==> config.mk <==
export PLATFORM = sky130hd
export DESIGN_NAME = datapath_ctrl
export DESIGN_NICKNAME = d
export VERILOG_FILES = /design/src/rtl/datapath_ctrl_pkg.sv /design/src/rtl/instr_decode.sv /design/src/rtl/datapath_ctrl.sv
export SDC_FILE = /design/constraint.sdc
export NUM_CORES = 1
export LEC_CHECK = 0
export CELL_PAD_IN_SITES_DETAIL_PLACEMENT = 0
export CELL_PAD_IN_SITES_GLOBAL_PLACEMENT = 1
export CORE_MARGIN = 2
export CORE_UTILIZATION = 27
export CTS_CLUSTER_DIAMETER = 100
export DETAILED_ROUTE_END_ITERATION = 6
export PLACE_DENSITY = 0.77
export SYNTH_ARGS = -nofsm -noshare
export SYNTH_HDL_FRONTEND = slang
export SYNTH_SLANG_ARGS = --single-unit
==> constraint.sdc <==
create_clock -name clk -period 1.45 [get_ports clk]
set_input_delay 0.29 -clock clk [delete_from_list [all_inputs] [get_ports clk]]
set_output_delay 0.29 -clock clk [all_outputs]
set_load 0.05 [all_outputs]
==> src/rtl/datapath_ctrl_pkg.sv <==
// Shared types and constants for the datapath sequencing controller.
// DATAPATH_CTRL_TRAP_EN adds the HALT state used to trap illegal instructions.
package datapath_ctrl_pkg;

    typedef enum logic [2:0] {
        ST_WAIT      = 3'd0,
        ST_DECODE    = 3'd1,
        ST_WRITE_IMM = 3'd2,
        ST_GET_A     = 3'd3,
        ST_GET_B     = 3'd4,
        ST_EXEC      = 3'd5,
        ST_WRITE_REG = 3'd6
`ifdef DATAPATH_CTRL_TRAP_EN
        , ST_HALT    = 3'd7
`endif
    } state_t;

    localparam logic [2:0] OPC_MOV    = 3'b110;
    localparam logic [2:0] OPC_ALU    = 3'b101;
    localparam logic [1:0] OP_MOV_IMM = 2'b10;
    localparam logic [1:0] OP_MOV_REG = 2'b00;
    localparam logic [1:0] OP_CMP     = 2'b01;

    localparam logic [1:0] ALU_ADD  = 2'b00;
    localparam logic [1:0] ALU_SUB  = 2'b01;
    localparam logic [1:0] ALU_AND  = 2'b10;
    localparam logic [1:0] ALU_PASS = 2'b11;

    localparam logic [1:0] SH_NONE = 2'b00;
    localparam logic [1:0] SH_LSL  = 2'b01;
    localparam logic [1:0] SH_LSR  = 2'b10;
    localparam logic [1:0] SH_ASR  = 2'b11;

    // MOV reg routes Rm through the ALU as 0 + sh(Rm).
    function automatic logic [1:0] exec_aluop(input logic is_alu, input logic [1:0] op);
        return is_alu ? op : ALU_ADD;
    endfunction

endpackage

==> src/rtl/instr_decode.sv <==
// Combinational instruction field extraction, imm8 sign extension and
// legal/illegal classification for datapath_ctrl.
module instr_decode
    import datapath_ctrl_pkg::*;
#(
    parameter int DW = 16,
    parameter int RW = 3
) (
    input  logic [DW-1:0] ir,
    output logic [RW-1:0] rn,
    output logic [RW-1:0] rd,
    output logic [RW-1:0] rm,
    output logic [1:0]    sh,
    output logic [1:0]    op,
    output logic [DW-1:0] sximm8,
    output logic          is_mov_imm,
    output logic          is_mov_reg,
    output logic          is_alu,
    output logic          is_cmp,
    output logic          is_illegal
);

    logic [2:0]           opcode;
    logic signed [7:0]    imm8;
    logic signed [DW-1:0] imm_sx;

    assign opcode = ir[15:13];
    assign op     = ir[12:11];
    assign rn     = ir[10:8];
    assign rd     = ir[7:5];
    assign sh     = ir[4:3];
    assign rm     = ir[2:0];
    assign imm8   = ir[7:0];
    assign imm_sx = {{(DW-8){imm8[7]}}, imm8};
    assign sximm8 = imm_sx;

    assign is_mov_imm = (opcode == OPC_MOV) && (op == OP_MOV_IMM);
    assign is_mov_reg = (opcode == OPC_MOV) && (op == OP_MOV_REG);
    assign is_alu     = (opcode == OPC_ALU);
    assign is_cmp     = is_alu && (op == OP_CMP);
    assign is_illegal = !(is_mov_imm || is_mov_reg || is_alu);

endmodule

==> src/rtl/datapath_ctrl.sv <==
// Moore sequencing controller for the regfile/shifter/ALU datapath.
// Define DATAPATH_CTRL_TRAP_EN to trap illegal instructions in HALT (err=1).
module datapath_ctrl
    import datapath_ctrl_pkg::*;
#(
    parameter int DW = 16,
    parameter int RW = 3
) (
    input  logic          clk,
    input  logic          rst_n,
    input  logic          s,
    input  logic [DW-1:0] instr,
    output logic          w,
    output logic [RW-1:0] readnum,
    output logic [RW-1:0] writenum,
    output logic          write,
    output logic          loada,
    output logic          loadb,
    output logic          loadc,
    output logic          loads,
    output logic          asel,
    output logic          vsel,
    output logic [1:0]    shift,
    output logic [1:0]    ALUop,
    output logic [DW-1:0] sximm8,
    output logic          err
);

    state_t        state, state_nxt;
    logic [DW-1:0] ir;
    logic [RW-1:0] rn, rd, rm;
    logic [1:0]    sh, op;
    logic          is_mov_imm, is_mov_reg, is_alu, is_cmp, is_illegal;

    instr_decode #(.DW(DW), .RW(RW)) u_decode (
        .ir         (ir),
        .rn         (rn),
        .rd         (rd),
        .rm         (rm),
        .sh         (sh),
        .op         (op),
        .sximm8     (sximm8),
        .is_mov_imm (is_mov_imm),
        .is_mov_reg (is_mov_reg),
        .is_alu     (is_alu),
        .is_cmp     (is_cmp),
        .is_illegal (is_illegal)
    );

    always_ff @(posedge clk or negedge rst_n) begin
        if (!rst_n) begin
            state <= ST_WAIT;
            ir    <= '0;
        end else begin
            state <= state_nxt;
            if (state == ST_WAIT && s)
                ir <= instr;
        end
    end

    always_comb begin
        state_nxt = state;
        w         = 1'b0;
        readnum   = '0;
        writenum  = '0;
        write     = 1'b0;
        loada     = 1'b0;
        loadb     = 1'b0;
        loadc     = 1'b0;
        loads     = 1'b0;
        asel      = 1'b0;
        vsel      = 1'b0;
        shift     = SH_NONE;
        ALUop     = ALU_ADD;
        err       = 1'b0;
        case (state)
            ST_WAIT: begin
                w = 1'b1;
                if (s)
                    state_nxt = ST_DECODE;
            end
            ST_DECODE: begin
                if (is_illegal)
`ifdef DATAPATH_CTRL_TRAP_EN
                    state_nxt = ST_HALT;
`else
                    state_nxt = ST_WAIT;
`endif
                else if (is_mov_imm)
                    state_nxt = ST_WRITE_IMM;
                else if (is_mov_reg)
                    state_nxt = ST_GET_B;
                else
                    state_nxt = ST_GET_A;
            end
            ST_WRITE_IMM: begin
                writenum  = rn;
                vsel      = 1'b1;
                write     = 1'b1;
                state_nxt = ST_WAIT;
            end
            ST_GET_A: begin
                readnum   = rn;
                loada     = 1'b1;
                state_nxt = ST_GET_B;
            end
            ST_GET_B: begin
                readnum   = rm;
                loadb     = 1'b1;
                state_nxt = ST_EXEC;
            end
            ST_EXEC: begin
                shift = sh;
                ALUop = exec_aluop(is_alu, op);
                asel  = is_mov_reg;
                // CMP only updates status; nothing is written back.
                if (is_cmp) begin
                    loads     = 1'b1;
                    state_nxt = ST_WAIT;
                end else begin
                    loadc     = 1'b1;
                    state_nxt = ST_WRITE_REG;
                end
            end
            ST_WRITE_REG: begin
                writenum  = rd;
                write     = 1'b1;
                state_nxt = ST_WAIT;
            end
`ifdef DATAPATH_CTRL_TRAP_EN
            ST_HALT: begin
                err       = 1'b1;
                state_nxt = ST_HALT;
            end
`endif
            default: state_nxt = ST_WAIT;
        endcase
    end

endmodule

# Word-level counts from Yosys, hierarchy flattened
# Cells that the tools add are included.
# word_totals
out_inout_bits,35
ff_bits,19
wordCells,43
inputBits,19
# classes
eq_ne,11
mux,21
reduce_logical,9
# ops
op,count
3-bit == test (second input constant),5
3-bit two-way mux,5
3-bit one-hot mux with 5 select lines,1
3-bit one-hot mux with 2 select lines,2
1-bit two-way mux,10
3-bit by 2-bit == test with 1-bit output (second input constant),2
2-bit two-way mux,3
1-bit logical AND,4
3-bit by 1-bit == test with 1-bit output (second input constant),1
3-bit zero test,1
2-bit by 1-bit == test with 1-bit output (second input constant),1
2-bit == test (second input constant),1
2-bit zero test,1
1-bit logical OR,2
2-bit != test (second input constant),1
2-bit OR reduction,1

# Logic depth before layout (Yosys ltp)
# depth
word_depth,6
ltp_mapped,6

# Modules after synthesis
# Synthesis repeated with hierarchy kept, for this count alone.
# hier_totals
hier_cells,114
hier_area_um2,1243.7
# modules_own_cells
mod,instances,cells_per_inst,seq_area_each_um2,area_per_inst_um2
datapath_ctrl,1,78,475.5,969.7
instr_decode,1,36,0.0,274.0

# Worst setup path before layout
# OpenSTA, ideal clock, no wires.
# synth_timing
path_kind,flip-flop to output port
startpoint,register state[2]
endpoint,output port readnum[0]
path_buffers,1
stages_incl_launch_ff,5
required_ns,1.160
arrival_ns,2.423
setup_slack_ns,-1.263
path_cell_list,dfrtp_1 > buf_2 > inv_1 > nor3_1 > a22o_1
# synth_via
elab_chain_cells,2
word_cells_on_any_way,3
cone_classes,2 x eq/ne; 1 x mux
# synth_rtl
item,line,rtl
"start, declared",datapath_ctrl.sv:29,"state_t state, state_nxt;"
"start signal, assigned",datapath_ctrl.sv:55,state <= state_nxt;
3-bit == test / 3-bit by 2-bit == test with 1-bit output (equally long branches),datapath_ctrl.sv:76,case (state)
3-bit one-hot mux with 2 select lines *,datapath_ctrl.sv:76,
"end, declared",datapath_ctrl.sv:14,"output logic [RW-1:0] readnum,"
# Every way passes the cells marked *; elsewhere a longest branch is shown, timed or not.

# Worst setup path after layout
# layout_timing
startpoint,register state[1]
endpoint,output port ALUop[0]
# layout_via
elab_chain_cells,2
# layout_rtl
item,line,rtl
3-bit == test,datapath_ctrl.sv:76,
2-bit two-way mux,datapath_ctrl.sv:76,
"end, declared",datapath_ctrl.sv:24,"output logic [1:0] ALUop,"
# No other way between the ends.

==> impl_metrics.json <==
{
  "die_area_sq_mm": 0.00479,
  "synth_nets": 119,
  "crit_required_ns": 1.16,
  "viasPerCell": 4.49,
  "grt_pass1_vias": 1019,
  "grt.overflow.total": 0,
  "finalInstanceArea_sq_mm": 0.00238,
  "cts_root_buf": "clkbuf_8",
  "cts_tree": "done",
  "powerDensity_mw_per_mm2": 2720,
  "seqPwrFrac_pct": 18.5,
  "place.gp.congestion": 0.784,
  "finalClockSkew_ns": 0.00565,
  "critical_path_class": "reg2out",
  "p_leak_uw": 0.00101,
  "dr.pass1.iters": 4,
  "finalMaxSlewViolations": 0,
  "grt_setup_unrepaired": "yes",
  "critPathSlowestCell": "dfrtp_2",
  "cts_buffer_depth": 2,
  "core.rowCount": 23,
  "clkPwrFrac_pct": 5.7,
  "crit_fanout": 6,
  "ys_ff_latch": 19,
  "crit_chain": "and3b_2 > and3_4 > and2_4 > buf_12",
  "synth-xor-area-share_pct": 0,
  "placed_area_sq_mm": 0.00211,
  "drc_errors": 0,
  "p_int_uw": 3580,
  "final.setup.worst_slack_ns": -0.277,
  "synth_simple_gate_area_share_pct": 13.8,
  "drt-total-wl_mm": 3.23,
  "area.growth.synth_to_final_pct": 107,
  "synth_top_family_by_area": "multiplexers",
  "critPathMaxStageDelay_ns": 0.45,
  "endpoint_kind": "output pin",
  "synthCells": 100,
  "synth_compound_area_share_pct": 6.54,
  "worstReg2RegStart": "state[0]$_DFFE_PN0P_",
  "status": "finished, violations left",
  "synth-edff-count": 0,
  "comb_power_share_pct": 75.9,
  "cts-buffers-inserted": 3,
  "finalHoldViolCount": 0,
  "core_sq_mm": 0.00406,
  "place_hpwl_mm": 2.34,
  "postRouteAntennaNets": 0,
  "synthArstFlopShare_pct": 100,
  "r2r_cells": 5,
  "grt_max_degree": 20,
  "cts_max_level": 1,
  "worstSkewPairLatency_ns": 0.26,
  "crit_start": "state[1]$_DFFE_PN0P_",
  "clock_sinks": 19,
  "fp.dieH_um": 69.2,
  "swShare_pct": 44.7,
  "p_total_uw": 6470,
  "ys_types": 29,
  "fin_nets": 181,
  "antennaDiodeCount": 0,
  "grt.total_usage_pct": 14.3,
  "finalCritPeriodShare_pct": 119,
  "maxCapViolations": 0,
  "synthAdderAreaFrac_pct": 0,
  "fmax_ghz": 0.579,
  "clk_pin_slew_ns": 0.07,
  "ys_warn_count": 0,
  "avgSynthCellArea_sq_um": 11.5,
  "pin_count": 54,
  "grt_pass1_wl_mm": 5.41,
  "worstPathArrival_ns": 1.44,
  "start_util_pct": 28.3,
  "setup_violations": 34,
  "dr_total_vias": 947,
  "violations": "negative setup slack",
  "p_sw_uw": 2890,
  "fp.dieW_um": 69.2,
  "ys_seq_area_share_pct": 41.4,
  "synthFlopType": "dfrtp_1",
  "crit_path_start_kind": "flip-flop",
  "min_period_ns": 1.73,
  "synth_area_sq_mm": 0.00115,
  "vdd_ir_drop_max_mv": 1.11,
  "wire_per_inst_um": 15.3,
  "drive_gt1_share_pct": 72.7,
  "antenna_found_initial": 0,
  "worstHoldPathType": "in2async",
  "port_buffers": 52,
  "drt-initial-drc-count": 15,
  "muxShareOfSynthArea_pct": 21.6
}
layout by cell type (no fill, tap or decap), types with 2 or more instances in the layout:
| cell | synthesis | layout |
|---|---|---|
| buf_12 | 1 | 36 |
| buf_4 | 17 | 19 |
| clkdlybuf4s50_1 | 0 | 18 |
| dfrtp_1 | 19 | 15 |
| mux2_4 | 10 | 10 |
| nor2_4 | 0 | 7 |
| and2_4 | 1 | 6 |
| mux2_2 | 6 | 6 |
| dfrtp_2 | 0 | 4 |
| buf_6 | 2 | 4 |
| clkbuf_8 | 0 | 3 |
| nor3_4 | 0 | 2 |
| nor2b_2 | 0 | 2 |
| a22o_4 | 0 | 2 |
| mux2i_4 | 0 | 2 |
| a31oi_1 | 2 | 2 |
| o22ai_1 | 2 | 2 |
worst max-delay path, delay by kind of cell (launching register included):
| family | cells | cell delay [ns] |
|---|---|---|
| buf+inv | 1 | 0.13 |
| flops | 1 | 0.45 |
| simple gates | 3 | 0.60 |
sequential cells by signal, summed over array words and instances, names as in the netlist:
register  cells
ir           16
state         3
power groups by stage:
stage,logic (uW),registers (uW),clock network (uW)
floorplan,2770,1040,0
global placement,4280,1150,0
detailed placement,4350,1170,0
CTS,4800,1140,373
global route,5100,1250,396
finish,4910,1190,368
Yosys cell counts, types with 2 or more instances:
cell type  instances  area, sq um
a22o_1             3         26.3
and3_1             2         12.5
buf_4             17          128
o22ai_1            2         12.5
nand3_1            2         10.0
a31oi_1            2         12.5
dfrtp_1           19          475
and2_1             5         31.3
mux2i_1            3         30.0
nor2_1             8         30.0
mux2_4            10          150
mux2_2             6         67.6
inv_1              3         11.3
buf_6              2         22.5
nor2b_1            2         12.5
stage by stage:
| stage | setup WS (ns) | utilization [%] | hold WS, ns | TNS (ns) | cells |
|---|---|---|---|---|---|
| finish | -0.277 | 58.6 | 0.363 | -6.21 | 211 |
| global route | -0.301 | 58.6 | 0.391 | -7.93 | 211 |
| CTS | -0.275 | 57.3 | 0.373 | -6.54 | 210 |
| detailed placement | -0.167 | 52.0 | 0.542 | -2.99 | 196 |
| global placement | -0.131 | 52.0 | 0.524 | -2.15 | 196 |
| floorplan | -0.416 | - | -0.00559 | -7.10 | 100 |
path summary, 6_finish.rpt:
kind	endpoint	slack [ns]
min in group clk	state[0]$_DFFE_PN0P_	0.51
setup / recovery	ALUop[0]	-0.28
max in group asynchronous	ir[11]$_DFFE_PN0P_	0.87
setup reg to reg	ir[4]$_DFFE_PN0P_	-0.19
hold / removal	ir[8]$_DFFE_PN0P_	0.36
hold reg to reg	state[0]$_DFFE_PN0P_	0.51
what timing repair did:
item / 4_1_cts / 5_1_grt
buffers inserted: 9 / 2
gates resized for setup: 16 / 13
endpoints found under the setup margin: 34 / 34
cloned: 1 / 0
pin swaps: 7 / 3
hold buffers: 0 / 0
per-layer routing:
metal	global-route usage, %	wire length [um]	vias up	share of wire, %
li1	-	-	449	-
met1	16.9	1210	460	38
met2	26.1	1820	36	56
met3	2.76	169	2	5.2
met4	3.92	27	0	0.83
met5	0	0	-	0
logic make-up (layout without fill, tap and decap cells):
logic type,Yosys count,after routing
AOI/OAI and AO/OA,10,10
buffers and inverters,24,85
DFF,19,19
muxes,19,19
other,1,1
and+or+nand+nor,27,27
final cells by class:
cell class                 count  area [sq um]
timing repair buffer          78          1120
sequential                    19           480
tap                           50          62.6
inverter                       3          18.8
multi-input combinational     57           653
fill                         317          1680
clock buffer                   4          45.0
Note: power is estimated with default switching activity, not from simulation.
